<file path="config.mk">
export PLATFORM = sky130hd
export DESIGN_NAME = shift_add_mult_ctrl_flat
export DESIGN_NICKNAME = d
export VERILOG_FILES = /design/src/rtl/mult_pkg.sv /design/src/rtl/shift_add_mult_ctrl_if.sv /design/src/rtl/shift_add_mult_ctrl.sv /design/src/flat_wrapper.sv
export SDC_FILE = /design/constraint.sdc
export NUM_CORES = 1
export LEC_CHECK = 0
export ABC_CLOCK_PERIOD_IN_PS = 1800
export CORE_AREA = 2 2 39 41
export CTS_BUF_LIST = sky130_fd_sc_hd__clkbuf_4 sky130_fd_sc_hd__clkbuf_8
export CTS_CLUSTER_DIAMETER = 40
export CTS_CLUSTER_SIZE = 24
export DETAILED_ROUTE_END_ITERATION = 6
export DIE_AREA = 0 0 41 43
export GPL_ROUTABILITY_DRIVEN = 1
export PLACE_DENSITY_LB_ADDON = 0.25
export SYNTH_ARGS = -nofsm -noshare
export SYNTH_HDL_FRONTEND = slang
export SYNTH_SLANG_ARGS = --single-unit
</file>
<file path="constraint.sdc">
create_clock -name clk -period 1.8 [get_ports clk]
set_input_delay 0.54 -clock clk [delete_from_list [all_inputs] [get_ports clk]]
set_output_delay 0.54 -clock clk [all_outputs]
set_load 0.1 [all_outputs]
</file>
<file path="src/rtl/mult_pkg.sv">
// Shared definitions for the shift-and-add multiplier: controller state encoding
// and the iteration-counter preload helper used by both the controller and the datapath top.
package mult_pkg;

    localparam logic [2:0] ST_IDLE     = 3'd0;
    localparam logic [2:0] ST_LOAD     = 3'd1;
    localparam logic [2:0] ST_STEP_SH  = 3'd2;
    localparam logic [2:0] ST_STEP_ADD = 3'd3;
    localparam logic [2:0] ST_DONE     = 3'd4;

    typedef enum logic [2:0] {
        IDLE     = ST_IDLE,
        LOAD     = ST_LOAD,
        STEP_SH  = ST_STEP_SH,
        STEP_ADD = ST_STEP_ADD,
        DONE     = ST_DONE
    } state_t;

    // Preload so the up-counter reaches all ones (co) on the N-th iteration.
    function automatic logic [31:0] cnt_preload(input int unsigned n, input int unsigned m);
        logic [31:0] full;
        full = 32'd1 << m;
        return (full - n) & (full - 32'd1);
    endfunction

endpackage

</file>
<file path="src/rtl/shift_add_mult_ctrl_if.sv">
// Control/handshake bundle between the multiplier controller and its datapath/requester.
// Handshake: start is a level request honoured only while ready=1; done marks a valid product in P.
interface shift_add_mult_ctrl_if #(parameter int M = 6);
    logic         start;
    logic         qmsb;
    logic         co;
    logic         ack;
    logic         ready;
    logic         done;
    logic         ld_a;
    logic         ld_q;
    logic         clr_p;
    logic         sh_p;
    logic         ld_p;
    logic         sh_q;
    logic         cnt_ld;
    logic         cnt_en;
    logic [M-1:0] cnt_pin;
    logic [2:0]   fsm_state;

    modport master (
        output start, qmsb, co, ack,
        input  ready, done, ld_a, ld_q, clr_p, sh_p, ld_p, sh_q,
               cnt_ld, cnt_en, cnt_pin, fsm_state
    );

    modport slave (
        input  start, qmsb, co, ack,
        output ready, done, ld_a, ld_q, clr_p, sh_p, ld_p, sh_q,
               cnt_ld, cnt_en, cnt_pin, fsm_state
    );
endinterface

</file>
<file path="src/rtl/shift_add_mult_ctrl.sv">
// Control FSM for the serial shift-and-add multiplier (load, N shift/add iterations, done).
// Optional feature: define DONE_HOLD_EN to hold DONE until ack.
module shift_add_mult_ctrl
    import mult_pkg::*;
#(
    parameter int N = 5,
    parameter int M = 6
) (
    input logic                   clk,
    input logic                   rst,
    shift_add_mult_ctrl_if.slave  bus
);

    localparam logic [31:0] PIN_FULL = cnt_preload(N, M);

    state_t state;

    always_ff @(posedge clk or posedge rst) begin
        if (rst) begin
            state <= IDLE;
        end else begin
            case (state)
                IDLE:     if (bus.start) state <= LOAD;
                LOAD:     state <= STEP_SH;
                STEP_SH:  state <= STEP_ADD;
                STEP_ADD: state <= bus.co ? DONE : STEP_SH;
`ifdef DONE_HOLD_EN
                DONE:     if (bus.ack) state <= IDLE;
`else
                DONE:     state <= IDLE;
`endif
                default:  state <= IDLE;
            endcase
        end
    end

`ifndef DONE_HOLD_EN
    logic unused_ack;
    assign unused_ack = bus.ack;
`endif

    // Moore decode from the state register; ld_p additionally gated by the current multiplier bit.
    always_comb begin
        bus.ready  = 1'b0;
        bus.done   = 1'b0;
        bus.ld_a   = 1'b0;
        bus.ld_q   = 1'b0;
        bus.clr_p  = 1'b0;
        bus.sh_p   = 1'b0;
        bus.ld_p   = 1'b0;
        bus.sh_q   = 1'b0;
        bus.cnt_ld = 1'b0;
        bus.cnt_en = 1'b0;
        case (state)
            IDLE: bus.ready = 1'b1;
            LOAD: begin
                bus.ld_a   = 1'b1;
                bus.ld_q   = 1'b1;
                bus.clr_p  = 1'b1;
                bus.cnt_ld = 1'b1;
            end
            STEP_SH: bus.sh_p = 1'b1;
            STEP_ADD: begin
                bus.ld_p   = bus.qmsb;
                bus.sh_q   = 1'b1;
                bus.cnt_en = 1'b1;
            end
            DONE:    bus.done = 1'b1;
            default: bus.ready = 1'b0;
        endcase
    end

    assign bus.cnt_pin   = PIN_FULL[M-1:0];
    assign bus.fsm_state = state;

endmodule
</file>
<file path="src/flat_wrapper.sv">
// flat-port wrapper written by rule: the top's interface ports become plain ports
module shift_add_mult_ctrl_flat import mult_pkg::*;
#(
    parameter int N = 5,
    parameter int M = 6
)
  (clk, rst, bus_start, bus_qmsb, bus_co, bus_ack, bus_ready, bus_done, bus_ld_a, bus_ld_q, bus_clr_p, bus_sh_p, bus_ld_p, bus_sh_q, bus_cnt_ld, bus_cnt_en, bus_cnt_pin, bus_fsm_state);
  shift_add_mult_ctrl_if #(.M(M)) bus_i ();
  input logic clk;
  input logic rst;
  input wire logic [$bits(bus_i.start)-1:0] bus_start;
  input wire logic [$bits(bus_i.qmsb)-1:0] bus_qmsb;
  input wire logic [$bits(bus_i.co)-1:0] bus_co;
  input wire logic [$bits(bus_i.ack)-1:0] bus_ack;
  output wire logic [$bits(bus_i.ready)-1:0] bus_ready;
  output wire logic [$bits(bus_i.done)-1:0] bus_done;
  output wire logic [$bits(bus_i.ld_a)-1:0] bus_ld_a;
  output wire logic [$bits(bus_i.ld_q)-1:0] bus_ld_q;
  output wire logic [$bits(bus_i.clr_p)-1:0] bus_clr_p;
  output wire logic [$bits(bus_i.sh_p)-1:0] bus_sh_p;
  output wire logic [$bits(bus_i.ld_p)-1:0] bus_ld_p;
  output wire logic [$bits(bus_i.sh_q)-1:0] bus_sh_q;
  output wire logic [$bits(bus_i.cnt_ld)-1:0] bus_cnt_ld;
  output wire logic [$bits(bus_i.cnt_en)-1:0] bus_cnt_en;
  output wire logic [$bits(bus_i.cnt_pin)-1:0] bus_cnt_pin;
  output wire logic [$bits(bus_i.fsm_state)-1:0] bus_fsm_state;
  assign bus_i.start = bus_start;
  assign bus_i.qmsb = bus_qmsb;
  assign bus_i.co = bus_co;
  assign bus_i.ack = bus_ack;
  assign bus_ready = bus_i.ready;
  assign bus_done = bus_i.done;
  assign bus_ld_a = bus_i.ld_a;
  assign bus_ld_q = bus_i.ld_q;
  assign bus_clr_p = bus_i.clr_p;
  assign bus_sh_p = bus_i.sh_p;
  assign bus_ld_p = bus_i.ld_p;
  assign bus_sh_q = bus_i.sh_q;
  assign bus_cnt_ld = bus_i.cnt_ld;
  assign bus_cnt_en = bus_i.cnt_en;
  assign bus_cnt_pin = bus_i.cnt_pin;
  assign bus_fsm_state = bus_i.fsm_state;
  shift_add_mult_ctrl #(.N(N), .M(M)) u_core (.clk(clk), .rst(rst), .bus(bus_i));
endmodule
</file>
==> summary.md <==
| Metric | Value |
|---|---|
| Status | `finished, violations left` |
| Failing checks | `negative setup slack` |
| Cell Area, Synth | `233 um^2` |
| Initial DRC count | `4` |
| Register area share after synthesis | `0.323` |
| Min cycle time layout | `1890 ps` |
| R2r setup slk | `640 ps` |
| FP Rows | `14` |
| Min Hold Slack | `slightly below 500 ps` |
| Clock Skews | `1.39 ps` |
| Final wirelength | `633 um` |
| CTS clk-pin slew, worst paths | `40 ps` |
| Length in cells of the worst reg-to-reg path | `3` |
| Most common cell in the synthesized netlist | `buf_4` |
| Final Hold Fails | `0` |
| Ys async rst share | `1.00` |
| Met2 Use GR | `0.150` |
| Number of global-route vias before repair | `260` |
| Tcrit/Tclk final | `1.05` |
| Gr busiest metal | `met2` |
| Layout cell share with drive strength beyond 1 | `0.673` |
| Origin of the critical flop-to-flop path | `u_core.bus.fsm_state[1]` |
| CP required | `1260 ps` |
| Pin count of the biggest net entering global routing | `7` |
| Setup WS post-layout | `-91.9 ps` |
| Global-route wire length before repair | `between 1 and 1.5 mm` |
| Post-route setup TNS | `-527 ps` |
| Core footprint | `between 1000 and 1500 um^2` |
| Yosys warns | `0` |
| Cells after Synth | `27` |
| CP endpoint kind | `output port` |
| Reg-to-Reg End | `u_core.bus.fsm_state[2]` |
| Number of synthesized flops with an enable pin | `0` |
| DIE HEIGHT | `43 um` |
| CP arrival | `1350 ps` |
| GR Util met3 | `0.0314` |
| CTS Buf Count | `3` |
| Initial core utilization | `0.168` |
| Syn avg cell area | `8.62 um^2` |
| F_max | `~530 MHz` |
| Hold Buf Count CTS | `0` |
| Hold Path Class | `input pin to asynchronous set/reset pin` |
| Via Count | `248` |
| Startpoint types | `register` |
| Top cells by count, synth | `buf_4 (10), dfrtp_1 (3), nor3b_1 (3)` |
| Layout area overhead | `183%` |
| RSZ-0062 raised after global routing | `yes` |
| Maxcap violations | `0` |
| H-tree Lvls | `1` |
| Clock buffer depth | `2` |
| Die area | `1760 um^2` |
| Top cell type's share of synthesized area | `0.323` |
| DRT antenna net count | `0` |
| Nets | `56` |
| Later-pin clock latency in the skew report | `240 ps` |
| Vias/cell | `3.82` |
| Gr ovfl total | `0` |
| Die W | `41 um` |
| Most used DFF post-synth | `dfrtp_1` |
| Largest register FFs | `3` |
| Crit Path Category | `register to output port` |
| Largest area contributor in the synthesized netlist | `buf_4` |
| CTS root buf | `clkbuf_4` |
| Antenna diode instance count | `0` |
| Antenna violations before repair | `0` |
| CP Max Fanout | `5` |
| Hpwl dp | `485 um` |
| Synth top area cells | `buf_4 (32%), dfrtp_1 (32%), nor3b_1 (9.7%)` |
| Met1 GRT Util | `0.0939` |
| Sink Count | `3` |
| CTS tree | `yes` |
| DR pass1 iterations | `4` |
| IO Pins | `25` |
| Worst slack, placed | `-56.2 ps` |
| IO buf count | `17` |
| Final Max Slew Viols | `0` |
| GRT Total Usage | `0.0956` |
| Wire per inst | `9.74 um` |
| Final setup violation count | `10` |
| Yosys reg bits | `3` |
| Routability congestion estimate | `0.635` |
| DRC violations left | `0` |
| Cell variety after synth | `11` |
metal layers:
metal  part of all wire  routed length [um]  up-vias
li1                   -                   -      115
met1               0.30                 191      110
met2               0.60                 380       23
met3              0.096                  61        0
met4                  0                   0        0
met5                  0                   0        -
per-stage QoR:
step / util / instance area (um^2) / std cells
finish: 0.476 / 658 / 65
global route: 0.476 / 658 / 65
CTS: 0.476 / 658 / 65
detailed placement: 0.420 / 582 / 57
global placement: 0.420 / 582 / 57
floorplan: - / 313 / 31
cells by family (layout without fill, tap and decap cells):
family,after synthesis,count (layout),synth area share
buf+inv,11,29,0.339
other cells,2,6,0.0323
compound gates,2,2,0.0592
flops,3,3,0.323
simple gates,9,9,0.247
placed cells by master (no fill, tap or decap):
cell and count:
clkdlybuf4s50_1 4, buf_4 4, and2_4 1, nor3_2 1, inv_1 1, o21bai_1 1
dfrtp_4 3, a31oi_1 1, conb_1 6, and2_1 1, clkbuf_4 4, nor3b_4 3
nor3_1 1, buf_12 15, nor2_1 1, buf_6 1, and3b_2 1
worst max path at each step:
stage,start,to,slack (ps),cells past startpoint
3_5_place_dp,bus_qmsb,bus_ld_p,-60,3
6_report,u_core.bus.fsm_state[2],bus_ld_p,-90,3
2_1_floorplan,u_core.bus.fsm_state[0],bus_cnt_ld,-750,2
5_1_grt,u_core.bus.fsm_state[2],bus_ld_p,-120,3
4_1_cts,u_core.bus.fsm_state[2],bus_ld_p,-100,3
3_3_place_gp,bus_qmsb,bus_ld_p,-40,3
what timing repair did:
item,CTS,global route
pin swaps,5,3
endpoints found under the setup margin,10,10
gates resized for setup,1,0
buffers inserted,4,0
critical path, cell delays in order (launching register included):
cell and delay (ps):
dfrtp_4 500, and3b_2 290, and2_4 160, buf_12 160
area by class of cell:
type	instances	area, um^2
clock buffer	4	30.0
tap	16	20.0
fill	131	726
multi-input combinational	17	136
inverter	1	3.75
timing repair buffer	24	382
sequential	3	86.3
Power is not shown: default switching activity piles up to over one toggle a cycle in this logic, so the estimate is an artifact.
